**src/rtl/phy_tx_fifo.sv**
```systemverilog
// phy_tx_fifo: transmit elastic buffer in front of the PHY lane.
// Producer words are written into a small register array and drained in
// order as a registered input_bus/valid pair. Fill level, threshold flags
// and a sticky overflow error are reported alongside.
module phy_tx_fifo #(
  parameter int DATA_W    = 32,
  parameter int DEPTH     = 8,
  parameter int ADDR_W    = 3,
  parameter int AF_MARGIN = 2,
  parameter int AE_MARGIN = 2
) (
  input  logic              clk,
  input  logic              reset,
  input  logic [DATA_W-1:0] data_in,
  input  logic              push,
  input  logic              pause,
  output logic [DATA_W-1:0] input_bus,
  output logic              valid,
  output logic [ADDR_W:0]   count,
  output logic              full,
  output logic              empty,
  output logic              almost_full,
  output logic              almost_empty,
  output logic              overflow
);

  // Fill-level thresholds expressed at the width of the count register.
  localparam logic [ADDR_W:0]   FULL_LEVEL = (ADDR_W+1)'(DEPTH);
  localparam logic [ADDR_W:0]   AF_LEVEL   = (ADDR_W+1)'(DEPTH - AF_MARGIN);
  localparam logic [ADDR_W:0]   AE_LEVEL   = (ADDR_W+1)'(AE_MARGIN);
  localparam logic [ADDR_W:0]   CNT_ONE    = (ADDR_W+1)'(1);
  localparam logic [ADDR_W-1:0] PTR_ONE    = ADDR_W'(1);

  // Storage array; contents are deliberately not cleared by reset.
  logic [DATA_W-1:0] mem [DEPTH];

  logic [ADDR_W-1:0] wr_ptr_q, wr_ptr_d;
  logic [ADDR_W-1:0] rd_ptr_q, rd_ptr_d;
  logic [ADDR_W:0]   count_q,  count_d;
  logic [DATA_W-1:0] bus_q,    bus_d;
  logic              valid_q,  valid_d;
  logic              ovf_q,    ovf_d;

  logic              full_w;
  logic              empty_w;
  logic              do_pop;
  logic              do_push;

  // Status flags decode the registered count only, so they move on edges.
  assign full_w       = (count_q == FULL_LEVEL);
  assign empty_w      = (count_q == '0);

  // Pop/push decisions use pre-edge state; a pop frees the slot a push on
  // a full FIFO needs, and an empty FIFO never forwards the word being
  // written in the same cycle.
  assign do_pop       = !empty_w && !pause;
  assign do_push      = push && (!full_w || do_pop);

  // Next-state computation for pointers, count, output register and error.
  always_comb begin
    wr_ptr_d = wr_ptr_q;
    rd_ptr_d = rd_ptr_q;
    count_d  = count_q;
    bus_d    = bus_q;
    valid_d  = 1'b0;
    ovf_d    = ovf_q;

    if (do_push) begin
      wr_ptr_d = wr_ptr_q + PTR_ONE;
    end

    if (do_pop) begin
      rd_ptr_d = rd_ptr_q + PTR_ONE;
      bus_d    = mem[rd_ptr_q];
      valid_d  = 1'b1;
    end

    unique case ({do_push, do_pop})
      2'b10:   count_d = count_q + CNT_ONE;
      2'b01:   count_d = count_q - CNT_ONE;
      default: count_d = count_q;
    endcase

    // A push refused because the FIFO is full and nothing leaves is lost.
    if (push && !do_push) begin
      ovf_d = 1'b1;
    end
  end

  // Control and output registers with synchronous active-low reset.
  always_ff @(posedge clk) begin
    if (!reset) begin
      wr_ptr_q <= '0;
      rd_ptr_q <= '0;
      count_q  <= '0;
      bus_q    <= '0;
      valid_q  <= 1'b0;
      ovf_q    <= 1'b0;
    end else begin
      wr_ptr_q <= wr_ptr_d;
      rd_ptr_q <= rd_ptr_d;
      count_q  <= count_d;
      bus_q    <= bus_d;
      valid_q  <= valid_d;
      ovf_q    <= ovf_d;
    end
  end

  // Array write port; reset takes priority over a simultaneous push.
  always_ff @(posedge clk) begin
    if (reset && do_push) begin
      mem[wr_ptr_q] <= data_in;
    end
  end

  assign input_bus    = bus_q;
  assign valid        = valid_q;
  assign count        = count_q;
  assign full         = full_w;
  assign empty        = empty_w;
  assign almost_full  = (count_q >= AF_LEVEL);
  assign almost_empty = (count_q <= AE_LEVEL);
  assign overflow     = ovf_q;

endmodule

```
**config.mk**
```make
export PLATFORM = sky130hd
export DESIGN_NAME = phy_tx_fifo
export DESIGN_NICKNAME = d
export VERILOG_FILES = /design/src/rtl/phy_tx_fifo.sv
export SDC_FILE = /design/constraint.sdc
export NUM_CORES = 1
export LEC_CHECK = 0
export CAP_MARGIN = 10
export CORE_UTILIZATION = 35
export CTS_BUF_LIST = sky130_fd_sc_hd__clkbuf_8
export CTS_CLUSTER_DIAMETER = 50
export DETAILED_ROUTE_END_ITERATION = 12
export SLEW_MARGIN = 10
export SYNTH_ARGS = -nofsm -noshare
export SYNTH_HDL_FRONTEND = slang
export SYNTH_SLANG_ARGS = --single-unit
```
**constraint.sdc**
```tcl
create_clock -name clk -period 8.9 [get_ports clk]
set_clock_uncertainty 0.2 [all_clocks]
set_input_delay 1.78 -clock clk [delete_from_list [all_inputs] [get_ports clk]]
set_output_delay 1.78 -clock clk [all_outputs]
set_load 0.03 [all_outputs]
```
# Word level (Yosys, flattened, before mapping)
# Memory sizes are Yosys's and may differ from the RTL's. A register that Yosys moved wholly into a read port is not among the register bits.
# Cells that the tools add are included.
# Widths: inputs -> output; s select.
[classes]
div = 0
n_mux = 4
reduce_logical = 12
n_bitwise = 0
n_eq_ne = 3
n_mul = 0
n_addsub = 4
shifts = 0
order_cmp = 2
[ops]
columns = ["operator", "count"]
rows = [
  ["$pmux 4 s2", 1],
  ["$add 3x1->3 const B", 2],
  ["$logic_not 1->1", 5],
  ["$add 4x1->4 const B", 1],
  ["$eq 4x4->1 const B", 1],
  ["$ge 4x3->1 const B", 1],
  ["$le 4x2->1 const B", 1],
  ["$logic_and 1x1->1", 4],
  ["$logic_not 4->1", 1],
  ["$sub 4x1->4 const B", 1],
  ["$mux 1", 3],
  ["$eq 2x1->1 const B", 1],
  ["$eq 2x2->1 const B", 1],
  ["$reduce_bool 2->1", 1],
  ["$logic_or 1x1->1", 1],
]
[totals]
regBits = 12
out_inout_bits = 42
latch_bits = 0
memories = 1
ramBits = 256
input_bits = 36
mem_bits_ro = 0
[mem_list]
columns = ["memory", "words", "width", "rd", "rd_clocked_by_memory_dff", "write_ports", "line_no", "text"]
rows = [
  ["mem", 8, 32, 1, 1, 1, "35", "logic [DATA_W-1:0] mem [DEPTH];"],
]

# Longest topological paths before layout
[logic_depth]
word_depth = 8
depth_mapped = 9
mapped_depth_nobuf = 8

# Worst setup path before layout
# OpenSTA, ideal clock, no wires.
[synth_timing]
path_kind = "input-to-reg"
startpoint = "input port pause"
endpoint = "memory mem[1][0] (enable)"
path_buffers = 1
setup_time_ps = 501
slack_ps = 2863
path_stages = 4
arrival_ps = 5336
cell_sequence = "clkbuf_1 nand2_1 o21ai_4 nor4_1"
[synth_between]
elab_chain_cells = 7
[synth_lines]
columns = ["element", "line_no", "text"]
rows = [
  ["from (decl)", "16", "input logic pause,"],
  ["$logic_not 1->1", "56", "assign do_pop = !empty_w && !pause;"],
  ["$logic_and 1x1->1", "56", ""],
  ["$logic_or 1x1->1", "57", "assign do_push = push && (!full_w || do_pop);"],
  ["$logic_and 1x1->1", "57", ""],
  ["$logic_and 1x1->1", "111", "if (reset && do_push) begin"],
  ["$mux 1", "111", ""],
  ["$mux 1 (implied by the code)", "112", "mem[wr_ptr_q] <= data_in;"],
  ["to (decl)", "35", ""],
]
# No other way between the ends.

# Worst setup path after layout
[layout_timing]
startpoint = "register count_q[0] (netlist: count[0])"
endpoint = "output port full"
[layout_between]
elab_chain_cells = 1
[layout_lines]
columns = ["element", "line_no", "text"]
rows = [
  ["from (decl)", "39", "logic [ADDR_W:0] count_q, count_d;"],
  ["from (signal assigned)", "102", "count_q <= count_d;"],
  ["$eq 4x4->1", "50", "assign full_w = (count_q == FULL_LEVEL);"],
  ["to (decl)", "20", "output logic full,"],
]
# No other way between the ends.

==> out/results.txt <==
Xor/xnor cell area share of the yosys netlist -> 0.00463
Pin count of the biggest net entering global routing -> 67
IO Port Bufs -> 77
Hold path cells -> 2
Root Buffer Master -> clkbuf_8
Worst vdd ir -> 173 uV
GRT Overall Usage -> 0.135
Worst Setup End Kind -> output port
First-pass GRT wire length -> 34000 um
Worst-path fanout max -> 8
Slew HR -> 0.282
RSZ-0062 raised after global routing -> false
Vias/cell -> 5.01
WP data required -> 6.92 ns
Main combinational cell family by area after synthesis -> multiplexers
Core area -> 0.0317 sq mm
Seq cells post-synth -> 300
Post-CTS Resized -> 0
Power density over the cells -> 271 mW/mm^2
Vias -> 5582
Critical Path, Cell by Cell -> or3_1, nor2_1, clkdlybuf4s50_1
Worst skew pair latency -> 0.57 ns
Cell with the biggest individual delay on the critical path -> clkdlybuf4s50_1
Placed insts -> 1029
Worst Tran Pin Value -> 1.07 ns
Number of setup buffers added after CTS -> 0
Initial DRT Pass Iterations -> 4
Drt wl/cell -> 19.4 um
Final hold vios -> 0
Clock sinks -> 300
Initial detailed-routing violation count -> 274
Max-cap violations -> 0
Die height -> 182 um
Antenna diodes -> 0
Nets -> 720
Worst R2R Start -> count[1]
HP Class -> reg -> reg
Post-synthesis simple-gate area fraction -> 0.0200
Worst-path clk slew -> 0.06 ns
Max-slew violation count -> 0
Cts hold-fix bufs -> 0
Tot Pwr -> 3.66 mW
Die Area -> 0.0332 sq mm
# fillers -> 2781
Tmin final -> 4.39 ns
Max clock buf depth -> 3
Commonest non-fill, non-tap cell in the layout -> edfxtp_1
Cell Rows -> 65
GP Congestion -> 0.761
Initial Utilization -> 0.358
Net Count, Synth -> 613
Distinct cells, synth -> 38
Initial antenna violation count -> 2
Layout cells sized above 1 -> 0.213
Vias in the first global route -> 6068
CTS tree -> done
Hold endpoint -> overflow
Die Width -> 182 um
Post-synthesis compound-gate area fraction -> 0.0373
DRT Wirelength -> 21600 um
Crit path kind -> reg -> out
Adder-cell share of the synthesized area -> 0.00617
Leakage -> 4.22 nW
Synth Instances -> 572
H-tree Lvls -> 2
DRC violations left -> 0
Status -> finished clean
Finished Layout Cells -> 1115
Synth Warn # -> 0
ANT nets after route -> 0
Mux cell area share after synthesis -> 0.160
Critical path buffers and inverters -> 1
CP Launch Type -> register
Sequential cell area fraction in the yosys report -> 0.754
Reg-to-reg slack, setup -> 6.11 ns
Register-to-Register Path Depth -> 3
Area Growth Syn to Fin -> 18.8%
Crit-path leading delay family -> simple AND/OR/NAND/NOR gates
Post-route setup TNS -> 0 ns
CP peak stage delay -> 0.70 ns
Hold path startpoint -> overflow
Critical Path AT -> 2.41 ns
CTS Buf Count -> 50
Avg Cell Area, Syn -> 19.9 sq um
Tcrit/Tclk final -> 0.494
Dpl hpwl -> 12400 um
Mapped cell area -> 0.0114 sq mm
Commonest non-fill, non-tap cells in the layout -> 256 x edfxtp_1, 76 x clkdlybuf4s50_1, 64 x mux4_2
IO Count -> 78
Global route total overflow -> 0
R2r endpoint -> mem[7][6]
Final setup violation count -> 0
Fmax -> 0.228 GHz
metrics by stage:
stage,hold slack [ns],setup slack [ns],instance area (sq um),utilization
after floorplan,0.357,2.86,11400,-
after global placement,0.311,4.21,12600,0.397
after detailed placement,0.306,4.17,12600,0.397
after CTS,0.318,4.44,13500,0.426
after global routing,0.351,4.39,13500,0.426
final,0.300,4.51,13500,0.426
power breakdown:
group / switching, mW / internal [mW]
Clock: 0.521 / 0.582
Combinational: 0.441 / 0.380
Sequential: 0.110 / 1.63
final cells by class:
type	count	area, sq um	area share
timing repair buffer	89	856	0.0634
inverter	5	18.8	0.00139
clock inverter	36	218	0.0161
clock buffer	50	688	0.0510
sequential	300	8580	0.635
multi-input combinational	233	2640	0.196
tap	402	503	0.0373
how the worst max path moves through the flow:
stage                     startpoint   endpoint  slack, ns  cells after the start
after detailed placement       reset  mem[4][6]       4.17                      4
after CTS                   count[0]       full       4.44                      3
after global routing        count[1]       full       4.39                      3
after global placement         reset  mem[4][9]       4.21                      4
after floorplan                pause  mem[1][0]       2.86                      4
final                       count[0]       full       4.51                      3
worst min-delay path: stages, from the launching register on:
cell	delay, ns
dfxtp_1	0.34
a31oi_1	0.05
nor2_1	0.08
layer usage:
metal | routed length (um) | GRT usage | up-vias
met5 | 26 | 0 | -
met4 | 481 | 0.0454 | 4
met3 | 1110 | 0.0297 | 55
met2 | 10800 | 0.230 | 139
met1 | 9250 | 0.170 | 2838
li1 | - | - | 2546
state kept, by name (all words and copies together), names as in the netlist:
signal     flops
mem          256
input_bus     32
count          4
rd_ptr_q       3
wr_ptr_q       3
overflow       1
valid          1
Yosys cell counts:
master | count | area, sq um
nor2_1 | 11 | 41.3
clkbuf_1 | 12 | 45.0
nor3b_1 | 1 | 7.51
o21ai_0 | 24 | 120
mux2i_1 | 35 | 350
edfxtp_1 | 256 | 7690
nand4_1 | 1 | 6.26
o211ai_1 | 2 | 15.0
or3_1 | 3 | 18.8
nor2_2 | 1 | 6.26
mux2i_4 | 1 | 22.5
a211oi_1 | 1 | 7.51
a31oi_1 | 2 | 12.5
o21ai_4 | 1 | 16.3
nand3_1 | 3 | 15.0
ha_1 | 4 | 50.1
nor4_1 | 3 | 18.8
dfxtp_1 | 44 | 881
o21ai_1 | 10 | 50.1
clkbuf_2 | 1 | 5.00
nor3_1 | 6 | 30.0
buf_6 | 3 | 33.8
buf_1 | 2 | 7.51
mux4_2 | 64 | 1440
inv_1 | 5 | 18.8
fa_1 | 1 | 20.0
nor4_4 | 1 | 21.3
and2_4 | 1 | 8.76
a211oi_2 | 1 | 12.5
buf_2 | 10 | 50.1
a21oi_1 | 36 | 180
a311o_1 | 1 | 10.0
nor2b_1 | 1 | 6.26
xnor2_1 | 4 | 35.0
nand2_1 | 11 | 41.3
buf_4 | 6 | 45.0
nand2b_1 | 1 | 6.26
xor2_1 | 2 | 17.5
cell families (layout without fill, tap and decap cells):
logic type,after synthesis,in the layout
buf+inv,39,180
mux,100,100
flops,300,300
xor+xnor,6,6
fa+ha+maj,5,5
simple gates,44,44
compound gates,78,78
Note: power is estimated with default switching activity, not from simulation.
